===== src/rtl/pipe_stage_buf.sv =====
// Elastic pipeline-stage register with valid/ready handshake, synchronous flush,
// optional 2-entry skid buffer and a saturating stall counter.
module pipe_stage_buf #(
   parameter int DATA_W = 32,
   parameter int CTRL_W = 8,
   parameter int SKID   = 1,
   parameter int CNT_W  = 16
) (
   input  logic              clk,
   input  logic              reset_n,
   input  logic              flush,
   input  logic              in_valid,
   output logic              in_ready,
   input  logic [CTRL_W-1:0] in_ctrl,
   input  logic [DATA_W-1:0] in_data,
   output logic              out_valid,
   input  logic              out_ready,
   output logic [CTRL_W-1:0] out_ctrl,
   output logic [DATA_W-1:0] out_data,
   output logic [1:0]        occupancy,
   output logic [CNT_W-1:0]  stall_cnt,
   output logic [1:0]        dbg_state
);

   localparam logic [1:0] ST_EMPTY = 2'd0;
   localparam logic [1:0] ST_FULL  = 2'd1;
   localparam logic [1:0] ST_BOTH  = 2'd2;
   localparam logic [CNT_W-1:0] CNT_ONE = {{(CNT_W-1){1'b0}}, 1'b1};

   // Handshake: a transfer happens on a cycle where valid and ready are both high;
   // valid never waits for ready, and a held entry stays stable until it fires.
   logic [1:0]        r_state;
   logic [CTRL_W-1:0] r_main_ctrl;
   logic [DATA_W-1:0] r_main_data;
   logic [CTRL_W-1:0] r_skid_ctrl;
   logic [DATA_W-1:0] r_skid_data;
   logic [CNT_W-1:0]  r_stall_cnt;

   logic [1:0] w_state_nxt;
   logic       w_accept;
   logic       w_fire;
   logic       w_stall;
   logic       w_ld_main_in;
   logic       w_ld_main_skid;
   logic       w_ld_skid;

   // Without a skid slot, ready must look through to downstream to keep full throughput.
   assign in_ready  = (SKID != 0) ? (r_state != ST_BOTH)
                                  : ((r_state == ST_EMPTY) || out_ready);
   assign out_valid = (r_state != ST_EMPTY);
   assign out_ctrl  = out_valid ? r_main_ctrl : '0;
   assign out_data  = r_main_data;
   assign occupancy = (r_state == ST_BOTH) ? 2'd2 :
                      (r_state == ST_FULL) ? 2'd1 : 2'd0;
   assign stall_cnt = r_stall_cnt;
   assign dbg_state = r_state;

   assign w_accept = in_valid && in_ready;
   assign w_fire   = out_valid && out_ready;
   assign w_stall  = out_valid && !out_ready;

   always_comb begin
      w_state_nxt    = r_state;
      w_ld_main_in   = 1'b0;
      w_ld_main_skid = 1'b0;
      w_ld_skid      = 1'b0;
      case (r_state)
         ST_EMPTY: begin
            if (w_accept) begin
               w_state_nxt  = ST_FULL;
               w_ld_main_in = 1'b1;
            end
         end
         ST_FULL: begin
            if (w_accept && w_fire) begin
               w_ld_main_in = 1'b1;
            end else if (w_accept && (SKID != 0)) begin
               w_state_nxt = ST_BOTH;
               w_ld_skid   = 1'b1;
            end else if (w_fire) begin
               w_state_nxt = ST_EMPTY;
            end
         end
         ST_BOTH: begin
            if (w_fire) begin
               w_state_nxt    = ST_FULL;
               w_ld_main_skid = 1'b1;
            end
         end
         default: w_state_nxt = ST_EMPTY;
      endcase
      // Flush drops everything held plus this cycle's accept; data registers keep their value.
      if (flush) begin
         w_state_nxt    = ST_EMPTY;
         w_ld_main_in   = 1'b0;
         w_ld_main_skid = 1'b0;
         w_ld_skid      = 1'b0;
      end
   end

   always_ff @(posedge clk or negedge reset_n) begin
      if (!reset_n) begin
         r_state     <= ST_EMPTY;
         r_main_ctrl <= '0;
         r_main_data <= '0;
         r_skid_ctrl <= '0;
         r_skid_data <= '0;
      end else begin
         r_state <= w_state_nxt;
         if (w_ld_main_in) begin
            r_main_ctrl <= in_ctrl;
            r_main_data <= in_data;
         end else if (w_ld_main_skid) begin
            r_main_ctrl <= r_skid_ctrl;
            r_main_data <= r_skid_data;
         end
         if (w_ld_skid) begin
            r_skid_ctrl <= in_ctrl;
            r_skid_data <= in_data;
         end
      end
   end

   always_ff @(posedge clk or negedge reset_n) begin
      if (!reset_n) begin
         r_stall_cnt <= '0;
      end else if (w_stall && (r_stall_cnt != '1)) begin
         r_stall_cnt <= r_stall_cnt + CNT_ONE;
      end
   end

endmodule


===== config.mk =====
export PLATFORM = sky130hd
export DESIGN_NAME = pipe_stage_buf
export DESIGN_NICKNAME = d
export VERILOG_FILES = /design/src/rtl/pipe_stage_buf.sv
export SDC_FILE = /design/constraint.sdc
export NUM_CORES = 1
export LEC_CHECK = 0
export ABC_AREA = 1
export ABC_CLOCK_PERIOD_IN_PS = 1800
export BUFFER_PORTS_ARGS = -buffer_cell sky130_fd_sc_hd__buf_4
export CAP_MARGIN = 25
export CORE_ASPECT_RATIO = 1.75
export CORE_MARGIN = 2
export CORE_UTILIZATION = 54
export DETAILED_ROUTE_END_ITERATION = 16
export PLACE_DENSITY = 0.77
export SYNTH_ARGS = -nofsm -noshare
export SYNTH_HDL_FRONTEND = slang
export SYNTH_SLANG_ARGS = --single-unit

===== constraint.sdc =====
create_clock -name clk -period 1.8 [get_ports clk]
set_clock_uncertainty 0.05 [all_clocks]
set_input_delay 0.36 -clock clk [delete_from_list [all_inputs] [get_ports clk]]
set_output_delay 0.36 -clock clk [all_outputs]
set_load 0.1 [all_outputs]

==> results of run 1 <==
## power by group
| part | switching (mW) | total [mW] | leakage (nW) | internal [mW] |
|---|---|---|---|---|
| Clock | 0.816 | 1.79 | 0.133 | 0.976 |
| Combinational | 3.98 | 5.27 | 2.16 | 1.29 |
| Sequential | 0.579 | 3.59 | 1.21 | 3.01 |
## per-stage QoR
step | util [%] | instance area (um^2) | hold slack [ns]
6_report | 75.80 | 6615 | 0.2276
3_3_place_gp | 68.07 | 5941 | 0.2833
5_1_grt | 75.80 | 6615 | 0.2432
4_1_cts | 73.85 | 6445 | 0.2214
3_5_place_dp | 68.07 | 5941 | 0.2832
2_1_floorplan | - | 5034 | 0.01441
## worst max-delay path, stage by stage, from the launching register on
cell and delay, ns:
dfrtp_4 0.51, buf_6 0.13, nor2_4 0.14, buf_12 0.18
nor2_4 0.06, buf_12 0.16
## repair_timing
item	CTS	global route
gates resized for setup	47	9
setup buffers	2	7
pin swaps	1	6
setup endpoints to repair	66	77
cloned	1	3
hold endpoints to repair	27	0
hold buffers	1	0
## layout make-up
| cell class | instances | area [um^2] |
|---|---|---|
| flip-flops and latches | 98 | 2485 |
| fillers | 629 | 2112 |
| multi-input cells | 420 | 2032 |
| repair buffers | 134 | 1282 |
| inverters | 104 | 396.6 |
| clock buffers | 12 | 246.5 |
| well taps | 117 | 146.4 |
| clock inverters | 4 | 26.28 |
## worst paths after layout
| check | startpoint | end | slack (ns) | cells past startpoint |
|---|---|---|---|---|
| max in group asynchronous | reset_n | r_skid_data[25] | 0.62 | 3 |
| hold reg to reg | r_main_ctrl[6] | r_main_ctrl[6] | 0.42 | 2 |
| min in group asynchronous | reset_n | stall_cnt[7] | 0.45 | 2 |
| setup / recovery | dbg_state[0] | out_ctrl[5] | -0.13 | 5 |
| hold / removal | in_data[15] | r_skid_data[15] | 0.23 | 3 |
| setup reg to reg | dbg_state[0] | out_data[9] | -0.07 | 10 |
## cell families after synthesis
group | count (synthesis)
fa+ha+maj | 1
simple gates | 355
flops | 98
compound gates | 53
buf+inv | 130
xor+xnor | 8
## per-layer routing
| metal | global-route usage, % | vias up | share of wire, % |
|---|---|---|---|
| met5 | 0 | - | 0 |
| met4 | 9.494 | 0 | 2.3 |
| met3 | 5.054 | 25 | 5.6 |
| met2 | 47.41 | 143 | 53 |
| met1 | 30.19 | 2129 | 39 |
| li1 | - | 2198 | - |
## flip-flops by register name (all words and copies together) (netlist names)
register	cells
out_data	32
r_skid_data	32
stall_cnt	16
r_main_ctrl	8
r_skid_ctrl	8
dbg_state	2
## cell usage in the layout (no fill, tap or decap), types with 2 or more instances in the layout
cell	count
o21ai_1	7
buf_4	108
nor2_4	11
nand2_4	4
dfrtp_4	4
nand2_2	8
nand4_1	5
dfrtp_2	14
clkbuf_16	10
clkinvlp_4	2
clkbuf_1	2
inv_1	100
dfrtp_1	80
buf_6	5
a21oi_4	4
o21ai_0	43
nand3_1	56
xor2_1	7
nand2_1	250
clkinv_2	2
nor2_1	17
inv_2	2
buf_12	19
==> impl_summary.log, run 1 <==
INFO  metric synth_top_family_by_area = simple AND/OR/NAND/NOR gates
INFO  metric fmax = 0.5178 GHz
INFO  metric antenna_found_initial = 0
INFO  metric max_slew.worst_pin.slew = 0.4546 ns
INFO  metric floorplan.initialDensity = 55.86%
INFO  metric synth_seq_area_share = 50.31%
INFO  metric report.final.hold_viol_count = 0
INFO  metric synth.largest_area_cell = dfrtp_1
INFO  metric synth-edff-count = 0
INFO  metric max-slew-margin-rel = 69.62%
INFO  metric status = finished with violations
INFO  metric yosysTopAreaCellShare = 50.31%
INFO  metric layout.cells.non_filler = 889
INFO  metric die_height = 129.7 um
INFO  metric drtAntennaViolNets = 0
INFO  metric synthAdderAreaFrac = 0.2567%
INFO  metric grt_setup_unrepaired = yes
INFO  metric count_of_maximum_capacitance_violations = 0
INFO  metric final-setup-viol-count = 20
INFO  metric worst_skew_pair.late_latency = 0.34 ns
INFO  metric synthMuxAreaShare = 0%
INFO  metric final.period_utilization = 107.3%
INFO  metric library_cell_with_the_highest_instance_count_after_synthesis = nand2_1
INFO  metric total_power_per_unit_cell_area = 1610 nW/um^2
INFO  metric syn_to_layout_area_delta = 35.70%
INFO  metric numPlacedInstances = 859
INFO  metric crit_fanout = 9
INFO  metric static-leakage-power = 3.505 nW
INFO  metric synth_top_cells_by_area = dfrtp_1 50%, nand2_1 19%, inv_1 7.8%
INFO  metric synthTopCellsByCount = 252 x nand2_1, 101 x inv_1, 98 x dfrtp_1
INFO  metric via_count = 4,495
INFO  metric cts_tree = yes
INFO  metric slew_violations = 0
INFO  metric core_area = 8727 um^2
INFO  metric finish.net_count = 813
INFO  metric postSynthRegisterBits = 98
INFO  metric first_global_vias = 4,277
INFO  metric first_pass_grt_wire_length = 19,710 um
INFO  metric die_w = 75.82 um
INFO  metric hold_path_class = in2reg
INFO  metric cts_root_buffer = clkbuf_16
INFO  metric synth-async-reset-ratio = 100.0%
INFO  metric synth.avg_cell_area = 7.558 um^2
INFO  metric netlist_instances = 645
INFO  metric setup-tns-final = -1.268 ns
INFO  metric failed_checks = setup timing
INFO  metric drt_drc_violations_left = 0
INFO  metric setup.worst_path.class = reg2out
INFO  metric drt_first_iter_violations = 329
INFO  metric std_cell_rows = 45
INFO  metric grt_max_degree = 57
INFO  metric yosys.cell_types.count = 26
INFO  metric critPathRequiredTime = 1.39 ns
INFO  metric synth_compound_gate_area_share = 5.749%
INFO  metric simple_gate_share_of_the_synthesized_area = 30.42%
INFO  metric globalRouteTotalUtil = 26.43%
INFO  metric worstPathArrival = 1.52 ns
INFO  metric antenna_cells = 0
INFO  metric ys_warn_count = 0
INFO  metric post-route-worst-setup-slack = -0.1312 ns
INFO  metric cts_max_level = 3
INFO  metric port-buffer-count = 106
INFO  metric worstSetupEndpointType = primary output
INFO  metric hpwl = 8307 um
INFO  metric synth_area = 4875 um^2
INFO  metric syn-num-nets = 691
INFO  metric dieArea = 9833 um^2
INFO  metric clock-sinks = 98
INFO  metric grt_remaining_overflow = 0
INFO  metric cts-buffers-inserted = 9
INFO  metric vias_per_cell = 5.056
INFO  metric max-vdd-ir-drop = 0.001208 V
INFO  metric clk_pin_slew = 0.06 ns
INFO  metric io-pin-count = 107
INFO  metric routedWlPerCell = 14.96 um
INFO  metric layout-drive-gt1-share = 26.17%
INFO  metric p_total = 10.65 mW
INFO  metric drt_pass1_iterations = 4
INFO  metric ctsLongestPathBuffers = 2
INFO  metric final_replace_weighted_congestion = 0.8365
INFO  metric timing.final.crit_period = 1.931 ns
INFO  metric totalWireLength = 13,300 um
INFO  metric synth_ff_type = dfrtp_1
INFO  metric setup.worst_path.start_class = register
INFO  metric dp_slack = -0.2368 ns
INFO  metric synth_xor_area_share = 1.437%
(Power assumes the default switching activity.)
==> run 2, diff against run 1 <==
Settings changed: REMOVE_ABC_BUFFERS set to 1.
==> run 2 against run 1 <==
- via count decreased by 0.62%
- the flow now finishes without violations
- sequential share of layout area rose by 1.8 points
- largest power group unchanged
- critical endpoint is now in_ready
- first-iteration DRC count is 4.9% higher
==> impl_summary.log, run 2 (same netlist as run 1, synthesis figures left out) <==
INFO  metric status = completed (was finished with violations)
INFO  metric antenna_found_initial = 0 (unchanged)
INFO  metric timing.rr.start = dbg_state[0] (unchanged)
INFO  metric post-route-worst-setup-slack = 0.04834 ns (was -0.1312 ns)
INFO  metric drt_drc_violations_left = 0 (unchanged)
INFO  metric layout.area.seq = 2455 um^2 (was 2485 um^2)
INFO  metric io-pin-count = 107 (unchanged)
INFO  metric layout.cells.most_common_list = 252 x nand2_1, 113 x buf_4, 100 x inv_1 (was 250 x nand2_1, 108 x buf_4, 100 x inv_1)
INFO  metric grt_remaining_overflow = 0 (unchanged)
INFO  metric startpoint = dbg_state[0] (unchanged)
INFO  metric whs = 0.2374 ns (was 0.2276 ns)
INFO  metric hpwl = 8634 um (was 8307 um)
INFO  metric max-vdd-ir-drop = 0.001131 V (was 0.001208 V)
INFO  metric first_pass_grt_wire_length = 19,430 um (was 19,710 um)
INFO  metric clk_pin_slew = 0.07 ns (was 0.06 ns)
INFO  metric die_w = 75.82 um (unchanged)
INFO  metric vias_per_cell = 5.088 (was 5.056)
INFO  metric std_cell_rows = 45 (unchanged)
INFO  metric report.final.hold_viol_count = 0 (unchanged)
INFO  metric nFillCells = 705 (was 629)
INFO  metric setup.worst_path.class = reg2out (unchanged)
INFO  metric timing.final.crit_period = 1.752 ns (was 1.931 ns)
INFO  metric drtAntennaViolNets = 0 (unchanged)
INFO  metric worst_skew_pair.late_latency = 0.33 ns (was 0.34 ns)
INFO  metric fmax = 0.5709 GHz (was 0.5178 GHz)
INFO  metric worstSetupEndpointType = primary output (unchanged)
INFO  metric port-buffer-count = 106 (unchanged)
INFO  metric cts_max_level = 3 (unchanged)
INFO  metric core_area = 8727 um^2 (unchanged)
INFO  metric die_height = 129.7 um (unchanged)
INFO  metric crit_fanout = 5 (was 9)
INFO  metric static-leakage-power = 3.459 nW (was 3.505 nW)
INFO  metric critPathRequiredTime = 1.39 ns (about the same)
INFO  metric routedWlPerCell = 13.74 um (was 14.96 um)
INFO  metric total_power_per_unit_cell_area = 1700 nW/um^2 (was 1610 nW/um^2)
INFO  metric first_global_vias = 4,357 (was 4,277)
INFO  metric count_of_maximum_capacitance_violations = 0 (unchanged)
INFO  metric drt_pass1_iterations = 6 (was 4)
INFO  metric hold_path_class = in2reg (unchanged)
INFO  metric cts_tree = yes (unchanged)
INFO  metric hp-start = in_data[6] (was in_data[15])
INFO  metric most_common_library_cell_in_the_layout_ignoring_fill_and_taps = nand2_1 (unchanged)
INFO  metric totalWireLength = 12,070 um (was 13,300 um)
INFO  metric grt_max_degree = 82 (was 57)
INFO  metric p_total = 10.61 mW (was 10.65 mW)
INFO  metric finish.net_count = 802 (was 813)
INFO  metric max-slew-margin-rel = 74.41% (was 69.62%)
INFO  metric antenna_cells = 0 (unchanged)
INFO  metric final_replace_weighted_congestion = 0.8691 (was 0.8365)
INFO  metric dieArea = 9833 um^2 (unchanged)
INFO  metric grt_setup_unrepaired = no (was yes)
INFO  metric slew_violations = 0 (unchanged)
INFO  metric ctsLongestPathBuffers = 2 (unchanged)
INFO  metric dp_slack = 0.1433 ns (was -0.2368 ns)
INFO  metric layout-drive-gt1-share = 21.68% (was 26.17%)
INFO  metric max_slew.worst_pin.slew = 0.3838 ns (was 0.4546 ns)
INFO  metric globalRouteTotalUtil = 25.71% (was 26.43%)
INFO  metric via_count = 4,467 (was 4,495)
INFO  metric worstPathArrival = 1.34 ns (was 1.52 ns)
INFO  metric area_taken_by_multi_input_logic_gates = 1873 um^2 (was 2032 um^2)
INFO  metric cts-buffers-inserted = 9 (unchanged)
INFO  metric final.period_utilization = 97.31% (was 107.3%)
INFO  metric setup.worst_path.start_class = register (unchanged)
INFO  metric syn_to_layout_area_delta = 28.03% (was 35.70%)
INFO  metric drt_first_iter_violations = 345 (was 329)
INFO  metric utilization = 71.51% (was 75.80%)
INFO  metric final-setup-viol-count = 0 (was 20)
INFO  metric floorplan.initialDensity = 55.86% (unchanged)
INFO  metric clock-sinks = 98 (unchanged)
INFO  metric cts_root_buffer = clkbuf_16 (unchanged)
[run 2: cell types whose count changed in the layout (fill, tap and decap cells not counted), moves of 3 or more]
cell	previous run	this run
dfrtp_1	80	96
buf_4	108	113
nor2_4	11	3
buf_12	19	7
dfrtp_2	14	2
a21oi_4	4	1
nor2_1	17	24
nand2_4	4	1
dfrtp_4	4	0
[run 2: where the power goes]
group	switching, mW	internal (mW)	total, mW
registers	0.553	2.98	3.53
logic	3.85	1.12	4.97
clock network	0.813	1.30	2.11
total	5.21	5.39	10.6
[run 2: final cells by class]
class / instances / share of cell area, %
Clock inverter: 4 / 1.183
Clock buffer: 12 / 4.110
Tap cell: 117 / 2.346
Sequential cell: 98 / 39.33
Inverter: 104 / 6.295
Timing Repair Buffer: 125 / 16.72
Multi-Input combinational cell: 418 / 30.01
[run 2: worst paths after layout]
check	endpoint	cells past startpoint	slack (ns)
hold / removal	r_skid_data[6]	3	0.24
max in group asynchronous	out_data[17]	3	0.67
setup reg to reg	out_data[29]	8	0.15
setup / recovery	in_ready	3	0.05
min in group asynchronous	stall_cnt[7]	2	0.44
hold reg to reg	out_data[18]	2	0.42
[run 2: per-layer routing]
metal  GRT usage [%]  up-vias  part of all wire, %
met3           4.510       26                  3.9
met1           28.79     2129                   38
li1                -     2173                    -
met5               0        -                    0
met2           46.96      139                   56
met4           9.185        0                  2.1
[run 2: repair_timing]
action / 4_1_cts / 5_1_grt
hold buffers: 1 / 0
buffers inserted: 0 / 2
gates resized for setup: 4 / 10
endpoints found under the hold margin: 24 / 0
gates cloned: 0 / 1
setup endpoints to repair: 10 / 36
pin swaps: 1 / 1
[run 2: worst max-delay path, cell delays in order, from the launching register on]
cell     delay (ns)
dfrtp_2        0.47
inv_4          0.07
nand2_2        0.14
buf_4          0.32
[run 2: stage by stage]
stage          area [um^2]  setup TNS, ns  std cells
2_1_floorplan         4688        -165.25        619
5_1_grt               6241              0        878
6_report              6241              0        878
4_1_cts               6187              0        875
3_5_place_dp          5834              0        858
3_3_place_gp          5834              0        858
